## config.mk

```make
export PLATFORM = sky130hd
export DESIGN_NAME = frame_buffer_arbiter
export DESIGN_NICKNAME = d
export VERILOG_FILES = /design/src/rtl/frame_buffer_arbiter.sv
export SDC_FILE = /design/constraint.sdc
export NUM_CORES = 1
export LEC_CHECK = 0
export BUFFER_PORTS_ARGS = -buffer_cell sky130_fd_sc_hd__buf_2
export CAP_MARGIN = 5
export CORE_MARGIN = 8
export CORE_UTILIZATION = 52
export DETAILED_ROUTE_END_ITERATION = 8
export PLACE_DENSITY = 0.79
export SLEW_MARGIN = 20
export SYNTH_ARGS = -nofsm -noshare
export SYNTH_HDL_FRONTEND = slang
export SYNTH_SLANG_ARGS = --single-unit
```

## constraint.sdc

```tcl
create_clock -name clk -period 2.95 [get_ports clk]
set_input_delay 0.4425 -clock clk [delete_from_list [all_inputs] [get_ports clk]]
set_output_delay 0.4425 -clock clk [all_outputs]
set_load 0.05 [all_outputs]
```

## src/rtl/frame_buffer_arbiter.sv

```systemverilog
// -----------------------------------------------------------------------------
// frame_buffer_arbiter
//
// Ping-pong controller for a two-bank frame buffer BRAM. The pixel-capture
// stream writes into whichever bank is currently FILLING. The recognition
// engine claims one complete frame at a time. The newest complete frame is
// always the one offered to the reader, and older unread frames are dropped
// when the reader falls behind.
//
// Ports
//   clk, rst        : clock and synchronous active-high reset
//   wr_we_in        : capture pixel write strobe
//   wr_addr_in      : capture pixel address (y*IMG_WIDTH + x)
//   wr_data_in      : capture pixel data
//   rd_req          : reader wants a frame (level, held until rd_grant)
//   rd_done         : reader finished with its granted frame (1-cycle pulse)
//   rd_addr_in      : reader pixel address within the granted frame
//   rd_grant        : reader owns rd_bank
//   rd_bank         : bank granted to the reader (holds after release)
//   rd_frame_seq    : sequence tag of the granted frame (holds after release)
//   frame_ready     : a complete unread frame is waiting
//   mem_we/mem_waddr/mem_wdata : registered BRAM write port, {bank, addr}
//   mem_raddr       : combinational BRAM read address, {rd_bank, rd_addr_in}
//   drop_count      : saturating count of discarded frames
// -----------------------------------------------------------------------------
module frame_buffer_arbiter #(
    parameter int IMG_WIDTH  = 320,
    parameter int IMG_HEIGHT = 240,
    parameter int W          = 8,
    localparam int NPIX      = IMG_WIDTH * IMG_HEIGHT,
    localparam int ADDR_W    = $clog2(NPIX)
) (
    input  logic              clk,
    input  logic              rst,
    input  logic              wr_we_in,
    input  logic [ADDR_W-1:0] wr_addr_in,
    input  logic [W-1:0]      wr_data_in,
    input  logic              rd_req,
    input  logic              rd_done,
    input  logic [ADDR_W-1:0] rd_addr_in,
    output logic              rd_grant,
    output logic              rd_bank,
    output logic [15:0]       rd_frame_seq,
    output logic              frame_ready,
    output logic              mem_we,
    output logic [ADDR_W:0]   mem_waddr,
    output logic [W-1:0]      mem_wdata,
    output logic [ADDR_W:0]   mem_raddr,
    output logic [15:0]       drop_count
);

    typedef enum logic [1:0] {
        BANK_FREE    = 2'd0,
        BANK_FILLING = 2'd1,
        BANK_READY   = 2'd2,
        BANK_READING = 2'd3
    } bank_state_e;

    localparam logic [ADDR_W-1:0] LAST_PIX = ADDR_W'(NPIX - 1);

    bank_state_e bank_q [2];
    bank_state_e bank_d [2];
    logic [15:0] tag_q  [2];
    logic [15:0] tag_d  [2];

    logic        wr_bank_q, wr_bank_d;
    logic [15:0] seq_q, seq_d;
    logic [15:0] drop_q, drop_d;
    logic        grant_q, grant_d;
    logic        rd_bank_q, rd_bank_d;
    logic [15:0] rd_seq_q, rd_seq_d;
    logic        frame_ready_q;

    logic              mem_we_q;
    logic [ADDR_W:0]   mem_waddr_q;
    logic [W-1:0]      mem_wdata_q;

    logic [1:0] ready_now;   // READY flags at the start of the cycle
    logic [1:0] ready_next;  // READY flags after this cycle's updates
    logic       eof;
    logic       other_bank;

    for (genvar gi = 0; gi < 2; gi++) begin : g_ready
        assign ready_now[gi]  = (bank_q[gi] == BANK_READY);
        assign ready_next[gi] = (bank_d[gi] == BANK_READY);
    end

    // Out-of-range addresses never match LAST_PIX, so they are forwarded
    // to memory without ending the frame.
    assign eof        = wr_we_in && (wr_addr_in == LAST_PIX);
    assign other_bank = ~wr_bank_q;

    always_comb begin
        bank_d    = bank_q;
        tag_d     = tag_q;
        wr_bank_d = wr_bank_q;
        seq_d     = seq_q;
        drop_d    = drop_q;
        grant_d   = grant_q;
        rd_bank_d = rd_bank_q;
        rd_seq_d  = rd_seq_q;

        // Release first, so an EOF in the same cycle sees the bank as FREE.
        if (grant_q && rd_done) begin
            bank_d[rd_bank_q] = BANK_FREE;
            grant_d           = 1'b0;
        end

        // Claim uses start-of-cycle READY flags. At most one bank can be
        // READY because the other is always FILLING, so bit 1 names it.
        // The claim is applied before EOF so a simultaneous EOF finds the
        // bank READING and never overwrites what the reader just took.
        if (!grant_q && rd_req && (|ready_now)) begin
            grant_d                = 1'b1;
            rd_bank_d              = ready_now[1];
            rd_seq_d               = tag_q[ready_now[1]];
            bank_d[ready_now[1]]   = BANK_READING;
        end

        if (eof) begin
            seq_d = seq_q + 16'd1;
            if (bank_d[other_bank] == BANK_READING) begin
                // Nowhere to go: keep filling the same bank, frame is lost.
                if (drop_q != 16'hFFFF) drop_d = drop_q + 16'd1;
            end else begin
                // An unread older frame in the other bank gets replaced.
                if (bank_d[other_bank] == BANK_READY && drop_q != 16'hFFFF)
                    drop_d = drop_q + 16'd1;
                bank_d[wr_bank_q]  = BANK_READY;
                tag_d[wr_bank_q]   = seq_q;
                bank_d[other_bank] = BANK_FILLING;
                wr_bank_d          = other_bank;
            end
        end
    end

    always_ff @(posedge clk) begin
        if (rst) begin
            for (int i = 0; i < 2; i++) begin
                bank_q[i] <= (i == 0) ? BANK_FILLING : BANK_FREE;
                tag_q[i]  <= '0;
            end
            wr_bank_q     <= 1'b0;
            seq_q         <= '0;
            drop_q        <= '0;
            grant_q       <= 1'b0;
            rd_bank_q     <= 1'b0;
            rd_seq_q      <= '0;
            frame_ready_q <= 1'b0;
            mem_we_q      <= 1'b0;
            mem_waddr_q   <= '0;
            mem_wdata_q   <= '0;
        end else begin
            for (int i = 0; i < 2; i++) begin
                bank_q[i] <= bank_d[i];
                tag_q[i]  <= tag_d[i];
            end
            wr_bank_q     <= wr_bank_d;
            seq_q         <= seq_d;
            drop_q        <= drop_d;
            grant_q       <= grant_d;
            rd_bank_q     <= rd_bank_d;
            rd_seq_q      <= rd_seq_d;
            frame_ready_q <= |ready_next;
            // Bank is sampled alongside the strobe, so the EOF pixel lands
            // in the bank that was filling.
            mem_we_q      <= wr_we_in;
            mem_waddr_q   <= {wr_bank_q, wr_addr_in};
            mem_wdata_q   <= wr_data_in;
        end
    end

    assign rd_grant     = grant_q;
    assign rd_bank      = rd_bank_q;
    assign rd_frame_seq = rd_seq_q;
    assign frame_ready  = frame_ready_q;
    assign drop_count   = drop_q;
    assign mem_we       = mem_we_q;
    assign mem_waddr    = mem_waddr_q;
    assign mem_wdata    = mem_wdata_q;
    assign mem_raddr    = {rd_bank_q, rd_addr_in};

endmodule
```

==> results of run 1 <==
==> worst reg2reg max path, delay by kind of cell (launching register included) <==
kind	cells	cell delay, ns
AO/OA/AOI/OAI	1	0.58
flip-flops	1	0.45
multiplexers	1	0.30
AND/OR/NAND/NOR	3	1.04
==> power by group through the flow <==
stage                     sequential [mW]  combinational [mW]  clock, mW
final                                1.58               0.160       1.83
after global routing                 1.58               0.171       1.94
after CTS                            1.58               0.162       1.86
after detailed placement             1.61               0.162          0
after global placement               1.61               0.159          0
after floorplan                      1.68               0.104          0
==> layout by cell type, fill, tap and decap left out, types with 3 or more instances in the layout <==
master      count
or4_1           8
xnor2_1         5
o21ai_0        15
clkbuf_16      16
nor3_1          3
nand3_1        12
nor2_1         66
and2_1          3
dfxtp_1       115
and4_1          3
nand2_1        22
nand2b_1        3
xor2_1          6
a21oi_1        26
inv_1           5
nor2b_1        35
a222oi_1       16
buf_4          12
nand4_1        16
clkbuf_8        3
mux2i_1        34
nand3b_1        3
clkinvlp_4      4
buf_2          91
clkinv_2        5
or3_1          13
o31ai_1         6
==> cells by family after synthesis <==
logic type / after synthesis
AND/OR/NAND/NOR: 196
buffers and inverters: 48
adder cells (fa/ha/maj): 2
XOR/XNOR: 11
flip-flops: 115
AO/OA/AOI/OAI: 79
multiplexers: 36
==> flip-flops by register name (all words and copies together), names as in the netlist <==
register      cells
frame_ready       1
bank_q            4
mem_we            1
seq_q            16
drop_count       16
mem_wdata         8
rd_frame_seq     16
rd_bank           1
rd_grant          1
wr_bank_q         1
mem_waddr        18
tag_q            32
==> path summary, 6_finish.rpt <==
path	endpoint	slack, ns	cells after the start
max reg2reg	drop_count[11]$_SDFFE_PP0P_	0.48	5
max	drop_count[11]$_SDFFE_PP0P_	0.48	5
min reg2reg	tag_q[31]$_SDFFE_PP0P_	0.50	2
min	mem_wdata[4]$_SDFF_PP0_	0.14	2
==> final cells by class <==
cell class                      instances  area, µm²
Clock buffer                           21      449.2
Clock inverter                         10      85.08
Fill cell                             700       3088
Inverter                                5      18.77
Multi-Input combinational cell        324       2097
Sequential cell                       115       2302
Tap cell                              108      135.1
Timing Repair Buffer                  103      545.5
==> routing by layer <==
layer	part of all wire [%]	global-route usage, %
met4	0.59	4.775
met2	47	28.22
met3	8.2	7.955
met5	0	0
met1	45	21.53
==> stage by stage <==
stage / cell area, µm² / power (mW) / hold WS, ns
2_1_floorplan: 4662 / 1.782 / 0.4592
3_3_place_gp: 5099 / 1.769 / 0.4734
3_5_place_dp: 5099 / 1.772 / 0.4838
4_1_cts: 5633 / 3.599 / 0.1240
5_1_grt: 5633 / 3.687 / 0.1345
6_report: 5633 / 3.572 / 0.1432
==> results.json, run 1 <==
{
  "leakage_nw": 2.330,
  "grt_pass1_vias": 3669,
  "synth_common_cells": "dfxtp_1, nor2_1, nor2b_1",
  "yosysUniqueCellTypes": 50,
  "clock_power_share_pct": 51.4,
  "syn-instance-count": 487,
  "yosysTopAreaCell": "dfxtp_1",
  "synth_fa_ha_area_share_pct": 0.5368,
  "p_sw_share_pct": 22.71,
  "synth_simple_gate_area_share_pct": 22.44,
  "grt_pass1_wl_mm": 18.33,
  "critical_path.top_delay_family": "simple AND/OR/NAND/NOR gates",
  "synth_fp_nets": 536,
  "gp_congestion": 0.8665,
  "grt_usage_pct": 17.87,
  "p_int_mw": 2.761,
  "cts_inserted_buffers": 17,
  "dp_hpwl_mm": 7.518,
  "final_util_pct": 64.59,
  "yosysMostFrequentCell": "dfxtp_1",
  "die_h_um": 110.7,
  "fmax_ghz": 0.4052,
  "grt-ovfl-total": 0,
  "slew_viol_final": 0,
  "ctsResizeCount": 0,
  "postCtsSetupBuffers": 0,
  "dieWidth_um": 110.7,
  "worstPathArrival_ns": 2.87,
  "seq_area_frac_synth_pct": 49.38,
  "yosys.area.top_type_share_pct": 49.38,
  "slowest_stage": "or4_1",
  "min_period_ns": 2.468,
  "drt-initial-drc-count": 319,
  "place_ws_ns": 0.3951,
  "num_rows": 34,
  "core-area_um2": 8721,
  "critPathMaxFanout": 17,
  "die_area_um2": 12250,
  "drv_cap": 0,
  "seq_power_share_pct": 44.1,
  "antenna_found_initial": 0,
  "layout-drive-gt1-share_pct": 24.57,
  "holdCritStartpoint": "wr_data_in[4]",
  "ys_warn_count": 0,
  "synth_top_family_by_area": "simple AND/OR/NAND/NOR gates",
  "period_share_pct": 83.67,
  "cts_sinks": 115,
  "cts_tree": "built",
  "cpPeakStageDelay_ns": 0.69,
  "worst_slack_ns": 0.4818,
  "ir_worst_vdd_mv": 0.5632,
  "clkSlewWorstSetupHoldPaths_ns": 0.05,
  "initial_core_util_pct": 53.46,
  "rsz0062_at_grt": "no",
  "run_status": "finished, final reports clean",
  "r2r-start": "drop_count[3]$_SDFFE_PP0P_",
  "setup_violations": 0,
  "drc": 0,
  "endpoint_kind": "flop",
  "via_per_inst": 5.590,
  "finalSetupTns_ns": 0,
  "synth-seq-cells": 115,
  "synth_area_um2": 4662,
  "p_switching_mw": 0.8112,
  "synth_compound_area_share_pct": 12.16,
  "pwr-share-comb_pct": 4.5,
  "nNetsFinal": 615,
  "critPathBufInv": 0,
  "clockBufferDepth": 2,
  "place_inst": 655,
  "antennaDiodeCount": 0,
  "synthFlopType": "dfxtp_1",
  "power_density_nw_per_um2": 634.2,
  "crit_type": "flop to flop",
  "path_cells": "nand4_1, or4_1, o211ai_2, nor3_1, mux2_2",
  "critPathRequiredTime_ns": 3.35,
  "syn_area_per_cell_um2": 9.573,
  "h-tree-depth": 4,
  "portBuffers": 92,
  "min_path_type": "primary input to flop",
  "syn2layout_area_growth_pct": 20.83,
  "synth_xor_area_share_pct": 2.067,
  "io_pins": 127,
  "worst_pin_slew_ns": 0.8146,
  "ys_top_cells_by_area": "dfxtp_1, mux2i_1, nor2_1, nor2b_1, a222oi_1",
  "via_count": 3835,
  "final_hold_viol_count": 0,
  "synth_edf_count": 0,
  "startpoint_type": "flop",
  "synth.area.mux_share_pct": 7.783,
  "skew_ns": 0.007760,
  "worstSkewPairLatency_ns": 0.51,
  "finalNonFillerCells": 686,
  "relSlewSlack_pct": 45.69,
  "async_reset_ff_share_pct": 0,
  "root_buffer": "clkbuf_8",
  "postRouteAntennaNets": 0,
  "grt_max_degree": 86,
  "totalWireLength_mm": 10.94,
  "routedWlPerCell_um": 15.95,
  "first_pass_iters": 5,
  "startpoint": "drop_count[3]$_SDFFE_PP0P_",
  "cts_hold_buf": 0
}
(Power assumes the default switching activity.)
==> run 2: changes to the inputs <==
==> constraint.sdc (replaced) <==
create_clock -name clk -period 2.5 [get_ports clk]
set_input_delay 0.375 -clock clk [delete_from_list [all_inputs] [get_ports clk]]
set_output_delay 0.375 -clock clk [all_outputs]
set_load 0.05 [all_outputs]
==> results.json, run 2 (synthesized netlist as in run 1, its figures left out) <==
{
  "num_rows": 34,
  "setup_violations": 0,
  "pwr-share-comb_pct": 4.2,
  "worst_slack_ns": 0.2489,
  "routedWlPerCell_um": 16.30,
  "drt-initial-drc-count": 287,
  "syn2layout_area_growth_pct": 24.56,
  "rsz0062_at_grt": "no",
  "seq_power_share_pct": 40.3,
  "finalSetupTns_ns": 0,
  "grt-ovfl-total": 0,
  "final_cell_area_um2": 5807,
  "core-area_um2": 8721,
  "slew_viol_final": 0,
  "dieWidth_um": 110.7,
  "ir_worst_vdd_mv": 0.4456,
  "antenna_found_initial": 0,
  "io_pins": 127,
  "place_inst": 661,
  "power_density_nw_per_um2": 794.9,
  "mostFrequentLayoutCells": "dfxtp_1, buf_2, nor2_1",
  "startpoint_type": "flop",
  "place_area_um2": 5159,
  "endpoint_kind": "flop",
  "top_register": "tag_q",
  "worstPathArrival_ns": 2.65,
  "postCtsSetupBuffers": 0,
  "grt_pass1_vias": 3875,
  "clock_power_share_pct": 55.5,
  "path_cells": "nand4_1, or4_1, o211ai_4, buf_4, mux2i_1, nor2_1",
  "worst_pin_slew_ns": 0.7730,
  "drc": 0,
  "dp_hpwl_mm": 7.577,
  "relSlewSlack_pct": 48.41,
  "cts_tree": "built",
  "root_buffer": "clkbuf_8",
  "finalNonFillerCells": 693,
  "final_hold_viol_count": 0,
  "crit_type": "flop to flop",
  "min_path_type": "primary input to flop",
  "leakage_nw": 2.395,
  "drv_cap": 0,
  "worstSkewPairLatency_ns": 0.51,
  "p_switching_mw": 0.9660,
  "largest_reg_flops": 32,
  "cpPeakStageDelay_ns": 0.68,
  "slowest_stage": "or4_1",
  "skew_ns": 0.01274,
  "cts_sinks": 115,
  "cts_inserted_buffers": 17,
  "period_share_pct": 90.04,
  "critPathRequiredTime_ns": 2.90,
  "antennaDiodeCount": 0,
  "fmax_ghz": 0.4442,
  "clockBufferDepth": 2,
  "grt_pass1_wl_mm": 18.98,
  "totalWireLength_mm": 11.30,
  "via_count": 3963,
  "ctsResizeCount": 0,
  "portBuffers": 92,
  "clkSlewWorstSetupHoldPaths_ns": 0.06,
  "grt_usage_pct": 18.42,
  "die_area_um2": 12250,
  "die_h_um": 110.7,
  "place_ws_ns": 0.1895,
  "first_pass_iters": 5,
  "critPathMaxFanout": 14,
  "p_int_mw": 3.650,
  "h-tree-depth": 4,
  "cts_hold_buf": 0,
  "initial_core_util_pct": 53.46,
  "postRouteAntennaNets": 0,
  "run_status": "finished, final reports clean",
  "final_common_cell": "dfxtp_1",
  "p_sw_share_pct": 20.93,
  "nNetsFinal": 621,
  "whs_ns": 0.07409,
  "min_period_ns": 2.251,
  "gp_congestion": 0.8851,
  "via_per_inst": 5.719,
  "layout-drive-gt1-share_pct": 25.81,
  "grt_max_degree": 66
}
run 2: metal layers:
| layer | track usage, % | wire, µm | up-vias |
|---|---|---|---|
| met5 | 0 | 0 | - |
| met4 | 7.658 | 164 | 0 |
| met3 | 6.061 | 806 | 18 |
| met2 | 30.05 | 5580 | 162 |
| met1 | 21.69 | 4743 | 1880 |
| li1 | - | - | 1903 |
run 2: per-stage QoR:
| stage | power [mW] | util [%] |
|---|---|---|
| final | 4.616 | 66.59 |
| after global routing | 4.752 | 66.59 |
| after CTS | 4.662 | 66.48 |
| after detailed placement | 2.092 | 59.15 |
| after global placement | 2.089 | 59.12 |
| after floorplan | 2.103 | - |
run 2: final cells by class:
cell class	count	area [µm²]
clock buffers	19	431.7
well taps	108	135.1
flip-flops and latches	115	2302
inverters	5	18.77
fillers	712	2914
clock inverters	13	207.7
multi-input cells	324	2108
repair buffers	109	603.1
run 2: final timing paths:
path | startpoint | to | slack [ns] | cells past startpoint
hold / removal | wr_data_in[6] | mem_wdata[6]$_SDFF_PP0_ | 0.07 | 2
hold reg to reg | rd_frame_seq[15]$_SDFFE_PP0N_ | rd_frame_seq[15]$_SDFFE_PP0N_ | 0.50 | 2
setup reg to reg | drop_count[3]$_SDFFE_PP0P_ | drop_count[1]$_SDFFE_PP0P_ | 0.25 | 6
setup / recovery | drop_count[3]$_SDFFE_PP0P_ | drop_count[1]$_SDFFE_PP0P_ | 0.25 | 6
run 2: critical path: cells and delay by family (launching register included):
kind | cells | cell delay, ns
DFF | 1 | 0.44
AOI/OAI and AO/OA | 1 | 0.39
and+or+nand+nor | 3 | 0.93
buffers and inverters | 1 | 0.21
muxes | 1 | 0.18
run 2: power groups by stage:
| stage | combinational (mW) | sequential [mW] | clock [mW] |
|---|---|---|---|
| 2_1_floorplan | 0.122 | 1.98 | 0 |
| 3_3_place_gp | 0.190 | 1.90 | 0 |
| 3_5_place_dp | 0.192 | 1.90 | 0 |
| 4_1_cts | 0.193 | 1.86 | 2.61 |
| 5_1_grt | 0.205 | 1.86 | 2.69 |
| 6_report | 0.192 | 1.86 | 2.56 |
